<file path="config.mk">
export PLATFORM = sky130hd
export DESIGN_NAME = mem_access_stage_flat
export DESIGN_NICKNAME = d
export VERILOG_FILES = /design/src/rtl/mem_access_stage_if.sv /design/src/rtl/mem_access_stage.sv /design/src/flat_wrapper.sv
export SDC_FILE = /design/constraint.sdc
export NUM_CORES = 1
export LEC_CHECK = 0
export CAP_MARGIN = 40
export CORE_ASPECT_RATIO = 1.4
export CORE_MARGIN = 2
export CORE_UTILIZATION = 36
export CTS_CLUSTER_DIAMETER = 30
export CTS_CLUSTER_SIZE = 8
export DETAILED_ROUTE_END_ITERATION = 10
export PLACE_DENSITY = 0.68
export SETUP_SLACK_MARGIN = 0.1
export SLEW_MARGIN = 20
export SYNTH_ARGS = -nofsm -noshare
export SYNTH_HDL_FRONTEND = slang
export SYNTH_SLANG_ARGS = --single-unit
</file>
<file path="constraint.sdc">
create_clock -name clk -period 8.6 [get_ports clk]
set_input_delay 1.72 -clock clk [delete_from_list [all_inputs] [get_ports clk]]
set_output_delay 1.72 -clock clk [all_outputs]
set_load 0.05 [all_outputs]
</file>
<file path="src/rtl/mem_access_stage_if.sv">
// Execute / data-memory / writeback signal bundle for mem_access_stage.
// The slave modport is the stage's view; the master modport is the surrounding pipeline's view.
interface mem_access_stage_if #(
    parameter int LANES  = 8,
    parameter int LANE_W = 24,
    parameter int ADDR_W = 10,
    parameter int SCAL_W = 21,
    parameter int EXC_W  = 5,
    parameter int RD_W   = 4
);
    logic                    ex_valid;
    logic                    ex_ready;
    logic [EXC_W-1:0]        ex_exc;
    logic [SCAL_W-1:0]       ex_res_e;
    logic [LANES*LANE_W-1:0] ex_res_v;
    logic [SCAL_W-1:0]       ex_st_e;
    logic [RD_W-1:0]         ex_rd;
    logic                    ex_we;

    logic [ADDR_W-1:0]       mem_addr;
    logic                    mem_re;
    logic                    mem_we;
    logic [LANE_W-1:0]       mem_wdata;
    logic [LANE_W-1:0]       mem_rdata;

    logic                    wb_valid;
    logic [EXC_W-1:0]        wb_exc;
    logic [RD_W-1:0]         wb_rd;
    logic                    wb_we;
    logic [SCAL_W-1:0]       wb_res_e;
    logic [LANES*LANE_W-1:0] wb_res_v;
    logic                    wb_fault;

    modport master (
        output ex_valid, ex_exc, ex_res_e, ex_res_v, ex_st_e, ex_rd, ex_we, mem_rdata,
        input  ex_ready, mem_addr, mem_re, mem_we, mem_wdata,
        input  wb_valid, wb_exc, wb_rd, wb_we, wb_res_e, wb_res_v, wb_fault
    );

    modport slave (
        input  ex_valid, ex_exc, ex_res_e, ex_res_v, ex_st_e, ex_rd, ex_we, mem_rdata,
        output ex_ready, mem_addr, mem_re, mem_we, mem_wdata,
        output wb_valid, wb_exc, wb_rd, wb_we, wb_res_e, wb_res_v, wb_fault
    );
endinterface

</file>
<file path="src/rtl/mem_access_stage.sv">
// Memory-access pipeline stage: scalar/vector loads and stores over a lane-wide synchronous memory.
// Optional macro MEM_ALIGN_CHK_EN: fault vector accesses whose base is not a multiple of LANES.
module mem_access_stage #(
    parameter int LANES  = 8,
    parameter int LANE_W = 24,
    parameter int ADDR_W = 10,
    parameter int SCAL_W = 21,
    parameter int EXC_W  = 5,
    parameter int RD_W   = 4
) (
    input  logic               clk,
    input  logic               rst,
    mem_access_stage_if.slave  bus
);
    localparam int BEAT_W = $clog2(LANES);
    localparam logic [EXC_W-1:0] OP_VLD = 5'b11100;
    localparam logic [EXC_W-1:0] OP_VST = 5'b11101;
    localparam logic [EXC_W-1:0] OP_SLD = 5'b11110;
    localparam logic [EXC_W-1:0] OP_SST = 5'b11111;

    typedef enum logic [2:0] {S_IDLE, S_SLD, S_SLD_W, S_SST, S_VLD, S_VLD_T, S_VST} state_t;

    state_t                  state_q, state_d;
    logic [BEAT_W-1:0]       beat_q, beat_d;
    logic [ADDR_W-1:0]       addr_q, addr_d;
    logic [SCAL_W-1:0]       st_q, st_d;
    logic                    cap_q, cap_d;
    logic [BEAT_W-1:0]       cap_lane_q, cap_lane_d;
    logic                    wb_valid_q, wb_valid_d;
    logic [EXC_W-1:0]        wb_exc_q, wb_exc_d;
    logic [RD_W-1:0]         wb_rd_q, wb_rd_d;
    logic                    wb_we_q, wb_we_d;
    logic [SCAL_W-1:0]       wb_res_e_q, wb_res_e_d;
    logic [LANES*LANE_W-1:0] wb_res_v_q, wb_res_v_d;
`ifdef MEM_ALIGN_CHK_EN
    logic                    wb_fault_q, wb_fault_d;
`endif

    logic                    ex_ready_c, mem_re_c, mem_we_c;
    logic [ADDR_W-1:0]       mem_addr_c;
    logic [LANE_W-1:0]       mem_wdata_c;
    logic [LANE_W-1:0]       st_lane [LANES];

    // Vector store data is read back from the latched result vector, one lane per beat.
    generate
        for (genvar gi = 0; gi < LANES; gi++) begin : g_lane
            assign st_lane[gi] = wb_res_v_q[gi*LANE_W +: LANE_W];
        end
    endgenerate

    always_comb begin
        state_d     = state_q;
        beat_d      = beat_q;
        addr_d      = addr_q;
        st_d        = st_q;
        cap_d       = 1'b0;
        cap_lane_d  = cap_lane_q;
        wb_valid_d  = 1'b0;
        wb_exc_d    = wb_exc_q;
        wb_rd_d     = wb_rd_q;
        wb_we_d     = wb_we_q;
        wb_res_e_d  = wb_res_e_q;
        wb_res_v_d  = wb_res_v_q;
`ifdef MEM_ALIGN_CHK_EN
        wb_fault_d  = wb_fault_q;
`endif
        mem_re_c    = 1'b0;
        mem_we_c    = 1'b0;
        mem_addr_c  = '0;
        mem_wdata_c = '0;
        ex_ready_c  = !rst && (state_q == S_IDLE);

        // Read data for the beat issued last cycle lands in its lane now.
        if (cap_q)
            wb_res_v_d[cap_lane_q*LANE_W +: LANE_W] = bus.mem_rdata;

        case (state_q)
            S_IDLE: begin
                if (bus.ex_valid && ex_ready_c) begin
                    wb_exc_d   = bus.ex_exc;
                    wb_rd_d    = bus.ex_rd;
                    wb_we_d    = bus.ex_we;
                    wb_res_e_d = bus.ex_res_e;
                    wb_res_v_d = bus.ex_res_v;
                    addr_d     = bus.ex_res_e[ADDR_W-1:0];
                    st_d       = bus.ex_st_e;
                    beat_d     = '0;
`ifdef MEM_ALIGN_CHK_EN
                    wb_fault_d = 1'b0;
`endif
                    case (bus.ex_exc)
                        OP_VLD, OP_VST: begin
                            state_d = (bus.ex_exc == OP_VLD) ? S_VLD : S_VST;
                            if (bus.ex_exc == OP_VST)
                                wb_we_d = 1'b0;
`ifdef MEM_ALIGN_CHK_EN
                            if (bus.ex_res_e[BEAT_W-1:0] != '0) begin
                                state_d    = S_IDLE;
                                wb_valid_d = 1'b1;
                                wb_fault_d = 1'b1;
                                wb_we_d    = 1'b0;
                            end
`endif
                        end
                        OP_SLD:  state_d = S_SLD;
                        OP_SST: begin
                            state_d = S_SST;
                            wb_we_d = 1'b0;
                        end
                        default: wb_valid_d = 1'b1;
                    endcase
                end
            end
            S_SLD: begin
                mem_re_c   = 1'b1;
                mem_addr_c = addr_q;
                state_d    = S_SLD_W;
            end
            S_SLD_W: begin
                wb_res_e_d = bus.mem_rdata[SCAL_W-1:0];
                wb_valid_d = 1'b1;
                state_d    = S_IDLE;
            end
            S_SST: begin
                mem_we_c    = 1'b1;
                mem_addr_c  = addr_q;
                mem_wdata_c = LANE_W'(st_q);
                wb_valid_d  = 1'b1;
                state_d     = S_IDLE;
            end
            S_VLD: begin
                mem_re_c   = 1'b1;
                mem_addr_c = addr_q + ADDR_W'(beat_q);
                cap_d      = 1'b1;
                cap_lane_d = beat_q;
                beat_d     = beat_q + 1'b1;
                if (beat_q == BEAT_W'(LANES-1)) begin
                    beat_d  = '0;
                    state_d = S_VLD_T;
                end
            end
            S_VLD_T: begin
                wb_valid_d = 1'b1;
                state_d    = S_IDLE;
            end
            S_VST: begin
                mem_we_c    = 1'b1;
                mem_addr_c  = addr_q + ADDR_W'(beat_q);
                mem_wdata_c = st_lane[beat_q];
                beat_d      = beat_q + 1'b1;
                if (beat_q == BEAT_W'(LANES-1)) begin
                    beat_d     = '0;
                    wb_valid_d = 1'b1;
                    state_d    = S_IDLE;
                end
            end
            default: state_d = S_IDLE;
        endcase
    end

    always_ff @(posedge clk) begin
        if (rst) begin
            state_q    <= S_IDLE;
            beat_q     <= '0;
            addr_q     <= '0;
            st_q       <= '0;
            cap_q      <= 1'b0;
            cap_lane_q <= '0;
            wb_valid_q <= 1'b0;
            wb_exc_q   <= '0;
            wb_rd_q    <= '0;
            wb_we_q    <= 1'b0;
            wb_res_e_q <= '0;
            wb_res_v_q <= '0;
`ifdef MEM_ALIGN_CHK_EN
            wb_fault_q <= 1'b0;
`endif
        end else begin
            state_q    <= state_d;
            beat_q     <= beat_d;
            addr_q     <= addr_d;
            st_q       <= st_d;
            cap_q      <= cap_d;
            cap_lane_q <= cap_lane_d;
            wb_valid_q <= wb_valid_d;
            wb_exc_q   <= wb_exc_d;
            wb_rd_q    <= wb_rd_d;
            wb_we_q    <= wb_we_d;
            wb_res_e_q <= wb_res_e_d;
            wb_res_v_q <= wb_res_v_d;
`ifdef MEM_ALIGN_CHK_EN
            wb_fault_q <= wb_fault_d;
`endif
        end
    end

    assign bus.ex_ready  = ex_ready_c;
    assign bus.mem_re    = mem_re_c;
    assign bus.mem_we    = mem_we_c;
    assign bus.mem_addr  = mem_addr_c;
    assign bus.mem_wdata = mem_wdata_c;
    assign bus.wb_valid  = wb_valid_q;
    assign bus.wb_exc    = wb_exc_q;
    assign bus.wb_rd     = wb_rd_q;
    assign bus.wb_we     = wb_we_q;
    assign bus.wb_res_e  = wb_res_e_q;
    assign bus.wb_res_v  = wb_res_v_q;
`ifdef MEM_ALIGN_CHK_EN
    assign bus.wb_fault  = wb_fault_q;
`else
    assign bus.wb_fault  = 1'b0;
`endif
endmodule

</file>
<file path="src/flat_wrapper.sv">
// flat-port wrapper written by rule: the top's interface ports become plain ports
module mem_access_stage_flat 
#(
    parameter int LANES  = 8,
    parameter int LANE_W = 24,
    parameter int ADDR_W = 10,
    parameter int SCAL_W = 21,
    parameter int EXC_W  = 5,
    parameter int RD_W   = 4
)
  (clk, rst, bus_ex_valid, bus_ex_exc, bus_ex_res_e, bus_ex_res_v, bus_ex_st_e, bus_ex_rd, bus_ex_we, bus_mem_rdata, bus_ex_ready, bus_mem_addr, bus_mem_re, bus_mem_we, bus_mem_wdata, bus_wb_valid, bus_wb_exc, bus_wb_rd, bus_wb_we, bus_wb_res_e, bus_wb_res_v, bus_wb_fault);
  mem_access_stage_if #(.LANES(LANES), .LANE_W(LANE_W), .ADDR_W(ADDR_W), .SCAL_W(SCAL_W), .EXC_W(EXC_W), .RD_W(RD_W)) bus_i ();
  input  logic clk;
  input  logic rst;
  input wire logic [$bits(bus_i.ex_valid)-1:0] bus_ex_valid;
  input wire logic [$bits(bus_i.ex_exc)-1:0] bus_ex_exc;
  input wire logic [$bits(bus_i.ex_res_e)-1:0] bus_ex_res_e;
  input wire logic [$bits(bus_i.ex_res_v)-1:0] bus_ex_res_v;
  input wire logic [$bits(bus_i.ex_st_e)-1:0] bus_ex_st_e;
  input wire logic [$bits(bus_i.ex_rd)-1:0] bus_ex_rd;
  input wire logic [$bits(bus_i.ex_we)-1:0] bus_ex_we;
  input wire logic [$bits(bus_i.mem_rdata)-1:0] bus_mem_rdata;
  output wire logic [$bits(bus_i.ex_ready)-1:0] bus_ex_ready;
  output wire logic [$bits(bus_i.mem_addr)-1:0] bus_mem_addr;
  output wire logic [$bits(bus_i.mem_re)-1:0] bus_mem_re;
  output wire logic [$bits(bus_i.mem_we)-1:0] bus_mem_we;
  output wire logic [$bits(bus_i.mem_wdata)-1:0] bus_mem_wdata;
  output wire logic [$bits(bus_i.wb_valid)-1:0] bus_wb_valid;
  output wire logic [$bits(bus_i.wb_exc)-1:0] bus_wb_exc;
  output wire logic [$bits(bus_i.wb_rd)-1:0] bus_wb_rd;
  output wire logic [$bits(bus_i.wb_we)-1:0] bus_wb_we;
  output wire logic [$bits(bus_i.wb_res_e)-1:0] bus_wb_res_e;
  output wire logic [$bits(bus_i.wb_res_v)-1:0] bus_wb_res_v;
  output wire logic [$bits(bus_i.wb_fault)-1:0] bus_wb_fault;
  assign bus_i.ex_valid = bus_ex_valid;
  assign bus_i.ex_exc = bus_ex_exc;
  assign bus_i.ex_res_e = bus_ex_res_e;
  assign bus_i.ex_res_v = bus_ex_res_v;
  assign bus_i.ex_st_e = bus_ex_st_e;
  assign bus_i.ex_rd = bus_ex_rd;
  assign bus_i.ex_we = bus_ex_we;
  assign bus_i.mem_rdata = bus_mem_rdata;
  assign bus_ex_ready = bus_i.ex_ready;
  assign bus_mem_addr = bus_i.mem_addr;
  assign bus_mem_re = bus_i.mem_re;
  assign bus_mem_we = bus_i.mem_we;
  assign bus_mem_wdata = bus_i.mem_wdata;
  assign bus_wb_valid = bus_i.wb_valid;
  assign bus_wb_exc = bus_i.wb_exc;
  assign bus_wb_rd = bus_i.wb_rd;
  assign bus_wb_we = bus_i.wb_we;
  assign bus_wb_res_e = bus_i.wb_res_e;
  assign bus_wb_res_v = bus_i.wb_res_v;
  assign bus_wb_fault = bus_i.wb_fault;
  mem_access_stage #(.LANES(LANES), .LANE_W(LANE_W), .ADDR_W(ADDR_W), .SCAL_W(SCAL_W), .EXC_W(EXC_W), .RD_W(RD_W)) u_core (.clk(clk), .rst(rst), .bus(bus_i));
endmodule
</file>
==> results.toml, run 1 <==
[detailed_routing]
wl_per_cell_um = 31.1
drt_wl_total_um = 90100
via_count = 18100
dr.pass1.iters = 9
drc_errors = 0
initialDrtViolationCount = 2127
vias_per_cell = 6.24
antenna_left = 0

[clock_tree]
holdBufCountCts = 0
cts_buffers = 59
cts_root_buf = "clkbuf_16"
cts_resized = 0
clkLatencyLatePin_ns = 0.60
post_cts_buffers = 0
cts_tree = "yes"
clk_pin_slew_worst_paths_ns = 0.05
htreeDepth = 2
cts_sinks = 265
ctsLongestPathBuffers = 3

[global_routing]
grt_first_pass_wirelength_um = 125000
grt-ovfl-total = 0
grt_max_degree = 79
first_global_vias = 17200
grt_antenna_before_repair = 11
grt_util_all_layers_pct = 39.7

[synthesis]
synthSimpleGateAreaFrac_pct = 20.8
yosys_warnings = 0
synth_xor_area_share_pct = 0.796
syn-num-nets = 2087
synth_mux_area_share_pct = 11.4
synth_compound_area_share_pct = 25.3
yosys_most_used_dff = "dfxtp_1"
syn_avg_cell_area_um2 = 8.38
synth_area_leader_cell = "dfxtp_1"
synth_area_mm2 = 0.0151
synth.area.top_cells = "dfxtp_1, nand2_1, mux4_2"
synth_fa_ha_area_share_pct = 1.43
yosysUniqueCellTypes = 85
synthCells = 1800
synth-seq-cells = 265
async_flop_share_pct = 0
synth_top_family_by_area = "compound AO/OA/AOI/OAI gates"
synth-edff-count = 0
synth_top_area_share_pct = 35.2
seq_area_frac_synth_pct = 35.2

[sta]
rsz0062_at_grt = "false"
skew_ns = 0.0193
hold_viol = 0
maxSlewViolCount = 0
setup_tns_ns = 0
slew_headroom_pct = 33.4
min_period_ns = 5.49
setup_viol = 0
fmax_mhz = 182
tightestPinTransition_ns = 0.998
period_share_pct = 63.8

[placed_design]
port_buffers = 531
place_area_mm2 = 0.0209
hpwl_um = 69300
dp_cells = 2773
gp_congestion = 1.01

[floorplan]
start_util_pct = 36.5
die_w_um = 177
fp-row-count = 88
die_h_um = 246
dieArea_mm2 = 0.0436
ios = 533
core_area_mm2 = 0.0413

[finish]
final_cells = 2896
fin_area_mm2 = 0.0232
final_nets = 2587
final_util_pct = 56.2
fillers = 3865
area_growth_pct = 53.8
drive_gt1_share_pct = 11.6
layout_common_cells = "clkdlybuf4s50_1, nand2_1, dfxtp_1"
final_common_cell = "clkdlybuf4s50_1"

[pwr]
power.total_uw = 6630
ir_worst_vdd_mv = 0.179
leakage_uw = 0.00847
p_per_area_mw_per_mm2 = 286

[status]
status = "completed"

[setup_path]
ff2ff_path_depth = 12
crit_path_end_kind = "output pin"
startpoint_type = "flop"
cp_data_arrival_time_ns = 3.77
cp_cell_sequence = "buf_4, mux4_2, mux2i_1, o21ai_0, clkdlybuf4s50_1"
worstReg2RegEnd = "u_core.bus.wb_res_v[107]$_SDFF_PP0_"
crit_required_ns = 6.88
slowest_stage = "clkdlybuf4s50_1"
worstSetupPathType = "reg -> out"
ff2ff_setup_slack_ns = 3.29
critPathMaxFanout = 35
max_stage_delay_ns = 0.75
regToRegStartpoint = "u_core.cap_lane_q[0]$_SDFFE_PP0P_"

[hold_path]
min_path_type = "reg -> reg"
worstHoldPathCells = 2
min_to = "u_core.bus.wb_exc[4]$_SDFFE_PP0P_"
worstHoldStart = "u_core.bus.wb_exc[4]$_SDFFE_PP0P_"

[run]
max_cap_viol_count = 0
## metrics by stage
step,hold slack [ns],setup WS [ns]
2_1_floorplan,0.450,4.00
6_report,0.456,3.11
5_1_grt,0.472,2.96
3_5_place_dp,0.450,3.41
3_3_place_gp,0.440,3.14
4_1_cts,0.457,3.14
## state kept, by name (all words and copies together), names as in the netlist
register / count
u_core.bus.wb_res_v: 192
u_core.bus.wb_valid: 1
u_core.bus.wb_exc: 5
u_core.cap_lane_q: 3
u_core.bus.wb_res_e: 21
u_core.state_q: 3
u_core.bus.wb_rd: 4
u_core.addr_q: 10
u_core.bus.wb_we: 1
u_core.beat_q: 3
u_core.st_q: 21
u_core.cap_q: 1
## per-layer routing
layer  wire length, um  GRT usage [%]  up-vias
met4              7860           30.2        2
met1             31600           45.9     8735
met2             42200           64.3     1249
li1                  -              -     7765
met5                13              0        -
met3              8420           7.84      309
## Yosys cell counts, types with 10 or more instances
master,count
nand2b_1,11
buf_4,10
ha_1,14
nor4_1,10
nor2b_1,10
a21oi_1,73
buf_1,18
a32oi_1,34
nand3_1,30
mux2i_1,59
inv_1,19
o21ai_0,135
nand3b_1,32
and3_1,25
nand2_1,305
a311oi_1,16
nor3_1,33
a211oi_1,23
dfxtp_1,265
buf_2,23
nor2_1,174
clkbuf_1,106
o221a_2,10
mux4_2,48
a221o_1,50
a22oi_1,52
a31oi_1,40
or3_1,14
## worst max-delay path by stage
stage	endpoint	slack [ns]	depth (start not counted)	start
global placement	u_core.bus.wb_res_v[133]$_SDFF_PP0_	3.14	11	u_core.cap_lane_q[1]$_SDFFE_PP0P_
floorplan	bus_ex_ready	4.00	3	rst
finish	bus_mem_wdata[10]	3.11	5	u_core.beat_q[0]$_SDFFE_PP0P_
CTS	bus_mem_wdata[11]	3.14	5	u_core.beat_q[0]$_SDFFE_PP0P_
global route	u_core.bus.wb_res_v[133]$_SDFF_PP0_	2.96	12	u_core.cap_lane_q[0]$_SDFFE_PP0P_
detailed placement	u_core.bus.wb_res_v[133]$_SDFF_PP0_	3.41	11	u_core.cap_lane_q[1]$_SDFFE_PP0P_
## power by group
| group | internal, uW | switching [uW] | leakage (uW) |
|---|---|---|---|
| logic | 838 | 1560 | 0.00525 |
| clock network | 1700 | 766 | 0.00104 |
| registers | 1480 | 289 | 0.00218 |
| total | 4020 | 2610 | 0.00847 |
## worst max-delay path: cells and delay by family, from the launching register on
family,cells,cell delay [ns]
multiplexers,2,0.97
buffers and inverters,2,1.39
flip-flops,1,0.59
AO/OA/AOI/OAI,1,0.15
## cell type report
cell class                 count  area [um2]  area share (%)
antenna                        9        22.5          0.0971
inverter                      19        71.3           0.308
multi-input combinational   1356        9060            39.1
timing repair buffer         599        5880            25.4
tap                          540         676            2.91
clock buffer                  75        1680            7.25
sequential                   265        5310            22.9
clock inverter                33         485            2.09
## cell families after synthesis
family | Yosys count
flops | 265
mux | 111
buf+inv | 179
simple gates | 684
compound gates | 532
fa+ha+maj | 16
xor+xnor | 12
other cells | 1
(Power assumes the default switching activity.)
==> inputs of run 2 (changes only) <==
--- a/config.mk
+++ b/config.mk
@@ -12,7 +12,7 @@
 export CTS_CLUSTER_DIAMETER = 30
 export CTS_CLUSTER_SIZE = 8
 export DETAILED_ROUTE_END_ITERATION = 10
-export PLACE_DENSITY = 0.68
+export PLACE_DENSITY = 0.71
 export SETUP_SLACK_MARGIN = 0.1
 export SLEW_MARGIN = 20
 export SYNTH_ARGS = -nofsm -noshare
==> constraint.sdc (replaced) <==
create_clock -name clk -period 4.9 [get_ports clk]
set_input_delay 0.98 -clock clk [delete_from_list [all_inputs] [get_ports clk]]
set_output_delay 0.98 -clock clk [all_outputs]
set_load 0.05 [all_outputs]
==> run 2 against run 1 <==
  * The flow now finishes with violations (slew limit)
  * Highest routed layer is now met4
  * Sequential share of layout area decreased by 0.30 points
  * Sequential cell count unchanged
  * Worst hold slack about the same
==> results.toml, run 2 (synthesized netlist as in run 1, its figures left out) <==
[clock_tree]
post_cts_buffers = 0
holdBufCountCts = 0
clk_pin_slew_worst_paths_ns = 0.05
clkLatencyLatePin_ns = 0.61
cts_resized = 0
cts_buffers = 54
ctsLongestPathBuffers = 3
htreeDepth = 2
cts_tree = "yes"
cts_sinks = 265
cts_root_buf = "clkbuf_16"

[global_routing]
grt-ovfl-total = 0
grt_first_pass_wirelength_um = 124000
grt_util_all_layers_pct = 39.5
grt_use_met1_pct = 45.5
grt_max_degree = 216
use_met2_pct = 64.3
grt_busiest_layer = "met2"
grtUsageMet3_pct = 7.41
first_global_vias = 17800
grt_antenna_before_repair = 7

[finish]
layout_common_cells = "clkdlybuf4s50_1, nand2_1, dfxtp_1"
final_nets = 2654
fillers = 3764
multi_input_area_mm2 = 0.00904
seqCellArea_mm2 = 0.00531
largest_register_ffs = 192
area_growth_pct = 55.8
drive_gt1_share_pct = 13.5
final_common_cell = "clkdlybuf4s50_1"

[detailed_routing]
vias_per_cell = 6.23
antenna_left = 0
initialDrtViolationCount = 2068
drc_errors = 0
wl_per_cell_um = 30.4
via_count = 18400
dr.pass1.iters = 6
drt_wl_total_um = 89800

[pwr]
switchingPower_uw = 4520
power_frac_comb_pct = 38.1
p_int_uw = 6630
leakage_uw = 0.00872
power.total_uw = 11200
pwr-share-seq_pct = 27.8
p_clk_share_pct = 34.0
p_sw_share_pct = 40.5
ir_worst_vdd_mv = 0.392
p_per_area_mw_per_mm2 = 475

[setup_path]
critPathMaxFanout = 14
worstSetupPathType = "reg -> out"
crit_required_ns = 3.92
cp_data_arrival_time_ns = 3.38
startpoint_type = "flop"
crit_path_end_kind = "output pin"

[floorplan]
die_w_um = 177
start_util_pct = 36.5
core_area_mm2 = 0.0413
fp-row-count = 88
ios = 533
die_h_um = 246
dieArea_mm2 = 0.0436

[sta]
min_period_ns = 4.36
hold_viol = 0
setup_tns_ns = 0
fmax_mhz = 229
maxSlewViolCount = 46
setup_viol = 0
rsz0062_at_grt = "false"
period_share_pct = 89.0
tightestPinTransition_ns = 1.52
skew_ns = 0.0445
slew_headroom_pct = -1.22

[hold_path]
min_path_type = "reg -> reg"

[placed_design]
gp_congestion = 1.05
hpwl_um = 69400
port_buffers = 531

[run]
max_cap_viol_count = 0

[status]
failed_checks = "slew limit"
status = "finished, violations left"
run 2: changes by cell type in the layout (fill, tap and decap cells not counted), moves of 4 or more:
| cell | before | now |
|---|---|---|
| buf_12 | 1 | 6 |
| buf_2 | 10 | 2 |
| clkbuf_16 | 62 | 54 |
| buf_4 | 50 | 128 |
| clkinvlp_4 | 9 | 2 |
| bufinv_16 | 11 | 7 |
run 2: layout make-up:
type	count	share of cell area, %
multi-input cells	1356	38.5
repair buffers	671	27.7
flip-flops and latches	265	22.6
clock buffers	71	6.41
well taps	540	2.88
clock inverters	24	1.60
inverters	19	0.304
diodes	7	0.0746
run 2: stage by stage:
stage	utilization (%)	std cells	cell area [um2]	setup WS, ns	hold slack, ns
after floorplan	-	1800	15100	1.20	0.450
after global routing	56.9	2953	23500	0.359	0.472
after global placement	52.0	2843	21500	1.21	0.443
final	56.9	2953	23500	0.537	0.456
after detailed placement	52.1	2846	21500	1.09	0.448
after CTS	56.6	2941	23400	0.548	0.454
run 2: worst paths after layout:
kind,from,endpoint,slack (ns),cells after the start
min reg2reg,u_core.bus.wb_exc[4]$_SDFFE_PP0P_,u_core.bus.wb_exc[4]$_SDFFE_PP0P_,0.46,2
min,u_core.bus.wb_exc[4]$_SDFFE_PP0P_,u_core.bus.wb_exc[4]$_SDFFE_PP0P_,0.46,2
max,u_core.state_q[2]$_SDFFE_PP0P_,bus_mem_addr[9],0.54,6
max reg2reg,u_core.cap_lane_q[1]$_SDFFE_PP0P_,u_core.bus.wb_res_v[18]$_SDFF_PP0_,1.08,10
run 2: per-layer routing:
metal	share of wire, %	wire [um]
met1	36	31900
met2	46	41700
met3	9.1	8180
met4	8.9	8030
met5	0	0
run 2: worst max-delay path: stages (launching register included):
cell             delay, ns
dfxtp_1               0.53
ha_1                  0.57
inv_1                 0.25
nor3_1                0.24
nor2_1                0.06
a311oi_1              0.28
clkdlybuf4s50_1       0.86
run 2: power groups by stage:
stage	combinational, uW	sequential [uW]	clock (uW)
after floorplan	1280	4190	0
after global placement	4120	3090	0
after detailed placement	4170	3100	0
after CTS	4180	3070	3800
after global routing	4390	3120	3910
final	4250	3100	3790
